`config.mk`:
```
export PLATFORM = sky130hd
export DESIGN_NAME = pll_step_sequencer
export DESIGN_NICKNAME = d
export VERILOG_FILES = /design/src/rtl/pll_step_sequencer.sv
export SDC_FILE = /design/constraint.sdc
export NUM_CORES = 1
export LEC_CHECK = 0
export ABC_AREA = 0
export BUFFER_PORTS_ARGS = -buffer_cell sky130_fd_sc_hd__buf_2
export CORE_MARGIN = 8
export CORE_UTILIZATION = 40
export DETAILED_ROUTE_END_ITERATION = 12
export GPL_ROUTABILITY_DRIVEN = 0
export PLACE_DENSITY = 0.65
export SKIP_CTS_REPAIR_TIMING = 1
export SLEW_MARGIN = 15
export SYNTH_ARGS = -nofsm -noshare
export SYNTH_HDL_FRONTEND = slang
export SYNTH_SLANG_ARGS = --single-unit
```
`constraint.sdc`:
```
create_clock -name clk -period 3.05 [get_ports clk]
set_input_delay 0.4575 -clock clk [delete_from_list [all_inputs] [get_ports clk]]
set_output_delay 0.4575 -clock clk [all_outputs]
set_load 0.01 [all_outputs]
```
`src/rtl/pll_step_sequencer.sv`:
```
// Per-time-step controller for the PLL control datapath: releases the user reset,
// issues one sta per step, waits for pll_done, then strobes the commit to the state registers.
`timescale 1ns/1ps
module pll_step_sequencer #(
  parameter int unsigned STEP_CYCLES = 500,
  parameter int unsigned INIT_CYCLES = 4,
  parameter int unsigned TIMEOUT     = 256,
  parameter int unsigned CNT_W       = 32
) (
  input  logic             clk,
  input  logic             rst,
  input  logic             enable,
  input  logic             ext_mode,
  input  logic             step_ext,
  input  logic             init_req,
  input  logic             pll_done,
  output logic             sta,
  output logic             rst_user,
  output logic             control_valuation_sig,
  output logic             busy,
  output logic             overrun,
  output logic             fault,
  output logic [CNT_W-1:0] step_count,
  output logic [15:0]      latency,
  output logic [2:0]       state_dbg
);

  localparam int TMR_W  = (STEP_CYCLES > 1) ? $clog2(STEP_CYCLES) : 1;
  localparam int INIT_W = $clog2(INIT_CYCLES + 1);
  localparam logic [TMR_W-1:0]  TMR_LAST  = TMR_W'(STEP_CYCLES - 1);
  localparam logic [INIT_W-1:0] INIT_LAST = INIT_W'(INIT_CYCLES - 1);
  localparam logic [15:0]       TMO_VAL   = 16'(TIMEOUT);

  typedef enum logic [2:0] {
    S_INIT      = 3'd0,
    S_WAIT_TRIG = 3'd1,
    S_START     = 3'd2,
    S_COMPUTE   = 3'd3,
    S_COMMIT    = 3'd4,
    S_HALT      = 3'd5
  } state_t;

  state_t            state, state_nxt;
  logic [INIT_W-1:0] init_cnt;
  logic [TMR_W-1:0]  timer;
  logic [15:0]       lat_cnt, lat_inc;
  logic              trig;

  // Datapath handshake: sta is a one-cycle request with no backpressure; the datapath
  // answers with a one-cycle pll_done, which is accepted only while in COMPUTE.
  assign sta                   = (state == S_START);
  assign control_valuation_sig = (state == S_COMMIT);
  assign rst_user              = (state == S_INIT);
  assign busy                  = (state == S_START) || (state == S_COMPUTE) || (state == S_COMMIT);
  assign state_dbg             = state;

  assign trig    = ext_mode ? (step_ext & enable) : (timer == TMR_LAST);
  assign lat_inc = (lat_cnt == 16'hFFFF) ? lat_cnt : lat_cnt + 16'd1;

  always_comb begin
    state_nxt = state;
    if (init_req) begin
      state_nxt = S_INIT;
    end else begin
      case (state)
        S_INIT:      if (init_cnt == INIT_LAST) state_nxt = S_WAIT_TRIG;
        S_WAIT_TRIG: if (trig) state_nxt = S_START;
        S_START:     state_nxt = S_COMPUTE;
        S_COMPUTE: begin
          if (pll_done)                state_nxt = S_COMMIT;
          else if (lat_inc == TMO_VAL) state_nxt = S_HALT;
        end
        S_COMMIT:    state_nxt = S_WAIT_TRIG;
        S_HALT:      state_nxt = S_HALT;
        default:     state_nxt = S_INIT;
      endcase
    end
  end

  always_ff @(posedge clk or negedge rst) begin
    if (!rst) begin
      state      <= S_INIT;
      init_cnt   <= '0;
      timer      <= '0;
      lat_cnt    <= '0;
      latency    <= '0;
      step_count <= '0;
      overrun    <= 1'b0;
      fault      <= 1'b0;
    end else begin
      state <= state_nxt;
      if (init_req) begin
        init_cnt   <= '0;
        timer      <= '0;
        lat_cnt    <= '0;
        step_count <= '0;
        overrun    <= 1'b0;
        fault      <= 1'b0;
      end else begin
        init_cnt <= (state == S_INIT) ? init_cnt + INIT_W'(1) : '0;
        // The timer free-runs across steps so the step period stays exactly STEP_CYCLES.
        if ((state == S_INIT) || (state == S_HALT) || !enable || (timer == TMR_LAST))
          timer <= '0;
        else
          timer <= timer + TMR_W'(1);
        if (busy && trig)
          overrun <= 1'b1;
        case (state)
          S_START:   lat_cnt <= '0;
          S_COMPUTE: begin
            lat_cnt <= lat_inc;
            if (pll_done)                latency <= lat_inc;
            else if (lat_inc == TMO_VAL) fault   <= 1'b1;
          end
          S_COMMIT:  step_count <= step_count + CNT_W'(1);
          default:   ;
        endcase
      end
    end
  end

endmodule

```
==> results.cfg <==
[run_status]
outcome = finished clean

[yosys]
synth_cells = 460
yosysWarnings = 0
synth_area_leader_cell = dfrtp_1
synth_nets = 472
synth_top_area_share = 0.481
ys_ff_latch = 81
syn_avg_cell_area_um2 = 9.17
synth_edf_count = 0
synth-main-ff-cell = dfrtp_1
synthTopCellsByArea = dfrtp_1 (48%), nor2_1 (5.1%), o21ai_0 (5.0%)
ys_seq_area_frac = 0.481
postSynth.asyncResetShare = 1.00
synth_area_um2 = 4220
ys_types = 53

[clocking]
htree_levels = 3
clock_latency_ns = 0.36
clock_path_buffers = 2
path_clk_slew_ns = 0.08
cts_tree = built
root_buffer = clkbuf_8
clock-sinks = 81
numCtsBuffers = 9

[drt]
drt-total-wl_um = 9680
num_vias = 3466
firstDrtPassIters = 4
drt_iter0_markers = 195
avgRoutedWirePerCell_um = 14.8
detail_route.drc_violations = 0
vias_per_cell = 5.31
ant_nets = 0

[die]
chipWidth_um = 119
die_area_um2 = 14100
core-area_um2 = 10300
io_pins = 64
initial_core_util = 0.410
placementRows = 37
die_height_um = 119

[cells_and_area]
antennaDiodeCount = 0
layout.nets = 525
final_layout_size_suffix_gt1_frac = 0.182
layout_commonest_cell = dfrtp_1
area.growth.synth_to_final_pct = 15.2
final_cell_mix = dfrtp_1 (81), buf_2 (62), nor2_1 (57), nand2_1 (46), o21ai_0 (42)

[pwr]
peakVddDrop_mv = 0.189
leakage_nw = 2.29
powerDensity_nw_per_um2 = 419

[sta]
hold_viol_final = 0
slew-limit-headroom = 0.317
setup_ws_ns = 0.344
fmax_ghz = 0.370
setup_tns_ns = 0
setup-violations-final = 0
fin_crit_ns = 2.71
rsz0062_at_grt = no
fin_skew_ns = 0.00849
tightest_slew_ns = 1.02
whs_ns = 0.252
drv_slew = 0
fin_crit_sh = 0.887

[global_routing]
grt_max_degree = 82
grt_pass1_vias = 3419
grt.overflow.total = 0
grt_first_pass_wirelength_um = 16300
grt_antenna_before_repair = 0
track_usage = 0.138

[worst_setup_path]
crit_buf_inv = 0
critPathCaptureType = flop
critical_path_arrival_ns = 2.96
path_max_fanout = 10
rrSetupSlack_ns = 0.34
path_class = reg -> reg
worstPathRequired_ns = 3.31
crit_family = simple AND/OR/NAND/NOR gates
crit_path_cell_trace = ha_1, and3_1, nand4_4, or3_1, a221o_1, or4_4, o32ai_2
cp-start-kind = flop
slowest_stage = dfrtp_1
critPathMaxStageDelay_ns = 0.53

[flow_run]
maxCapViolations = 0

[placement]
numPortBuffers = 63
pre_cts_slack_ns = 0.350
place_hpwl_um = 6820

[worst_hold_path]
hold_path_class = in -> async
-- layout make-up --
cell class / instances / area [um^2]
repair buffers: 68 / 368
well taps: 136 / 170
clock inverters: 4 / 76.3
inverters: 12 / 45.0
multi-input cells: 341 / 2030
fillers: 1019 / 5420
clock buffers: 11 / 141
flip-flops and latches: 81 / 2030
-- Yosys cell counts, types with 2 or more instances --
library cell and instances:
buf_2 4, and4_4 2, nor2b_1 3, xor2_1 19, o31ai_1 5, mux2i_1 4, inv_1 12, o21ai_0 42
xnor2_1 20, nor3_1 6, o2111ai_1 2, nor2_1 57, nand2_1 46, clkbuf_2 2, a21o_1 6, and2_1 3
or3_1 9, clkbuf_1 18, a31oi_1 4, and4_1 2, dfrtp_1 81, ha_1 5, a21oi_1 24, a31o_2 2
nand3_1 25, and3_1 15, nand4_1 16
-- cells by family (layout without fill, tap and decap cells) --
logic type                 count (synthesis)  count (layout)  share of synthesized area
and+or+nand+nor                          197             197                      0.239
xor gates and xnor gates                  39              39                     0.0810
AOI/OAI and AO/OA                         96              96                      0.137
buffers and inverters                     38              95                     0.0383
adders and majority gates                  5               5                     0.0148
muxes                                      4               4                    0.00950
DFF                                       81              81                      0.481
-- registers in the layout, summed over array words and instances (netlist names) --
name,count
fault,1
init_cnt,3
lat_cnt,16
latency,16
overrun,1
state_dbg,3
step_count,32
timer,9
-- per-stage QoR --
| step | area (um^2) | std cells | power, mW | utilization |
|---|---|---|---|---|
| finish | 4860 | 653 | 2.03 | 0.472 |
| global route | 4860 | 653 | 2.12 | 0.472 |
| CTS | 4860 | 653 | 2.07 | 0.472 |
| detailed placement | 4640 | 638 | 1.18 | 0.451 |
| global placement | 4640 | 638 | 1.18 | 0.451 |
| floorplan | 4220 | 460 | 1.14 | - |
-- final timing paths --
kind,cells after the start,startpoint,endpoint
worst max-delay path,7,lat_cnt[0],fault
worst min-delay path,1,rst,step_count[23]
worst max register to register,7,lat_cnt[0],fault
worst min register to register,1,init_cnt[0],init_cnt[0]
max in group asynchronous,1,rst,lat_cnt[11]
min in group clk,2,pll_done,fault
-- power by group --
group	leakage (nW)	switching, mW	internal (mW)
Sequential	1.13	0.00382	1.08
Clock	0.106	0.392	0.482
Combinational	1.06	0.0555	0.0202
Total	2.29	0.451	1.58
-- per-layer routing --
| metal | GRT usage | part of all wire | routed length [um] | up-vias |
|---|---|---|---|---|
| met5 | 0 | 0 | 0 | - |
| li1 | - | - | - | 1712 |
| met1 | 0.169 | 0.47 | 4540 | 1675 |
| met2 | 0.224 | 0.47 | 4520 | 73 |
| met3 | 0.0438 | 0.054 | 527 | 6 |
| met4 | 0.0530 | 0.0090 | 87 | 0 |
Power figures use the tool's default switching activity.
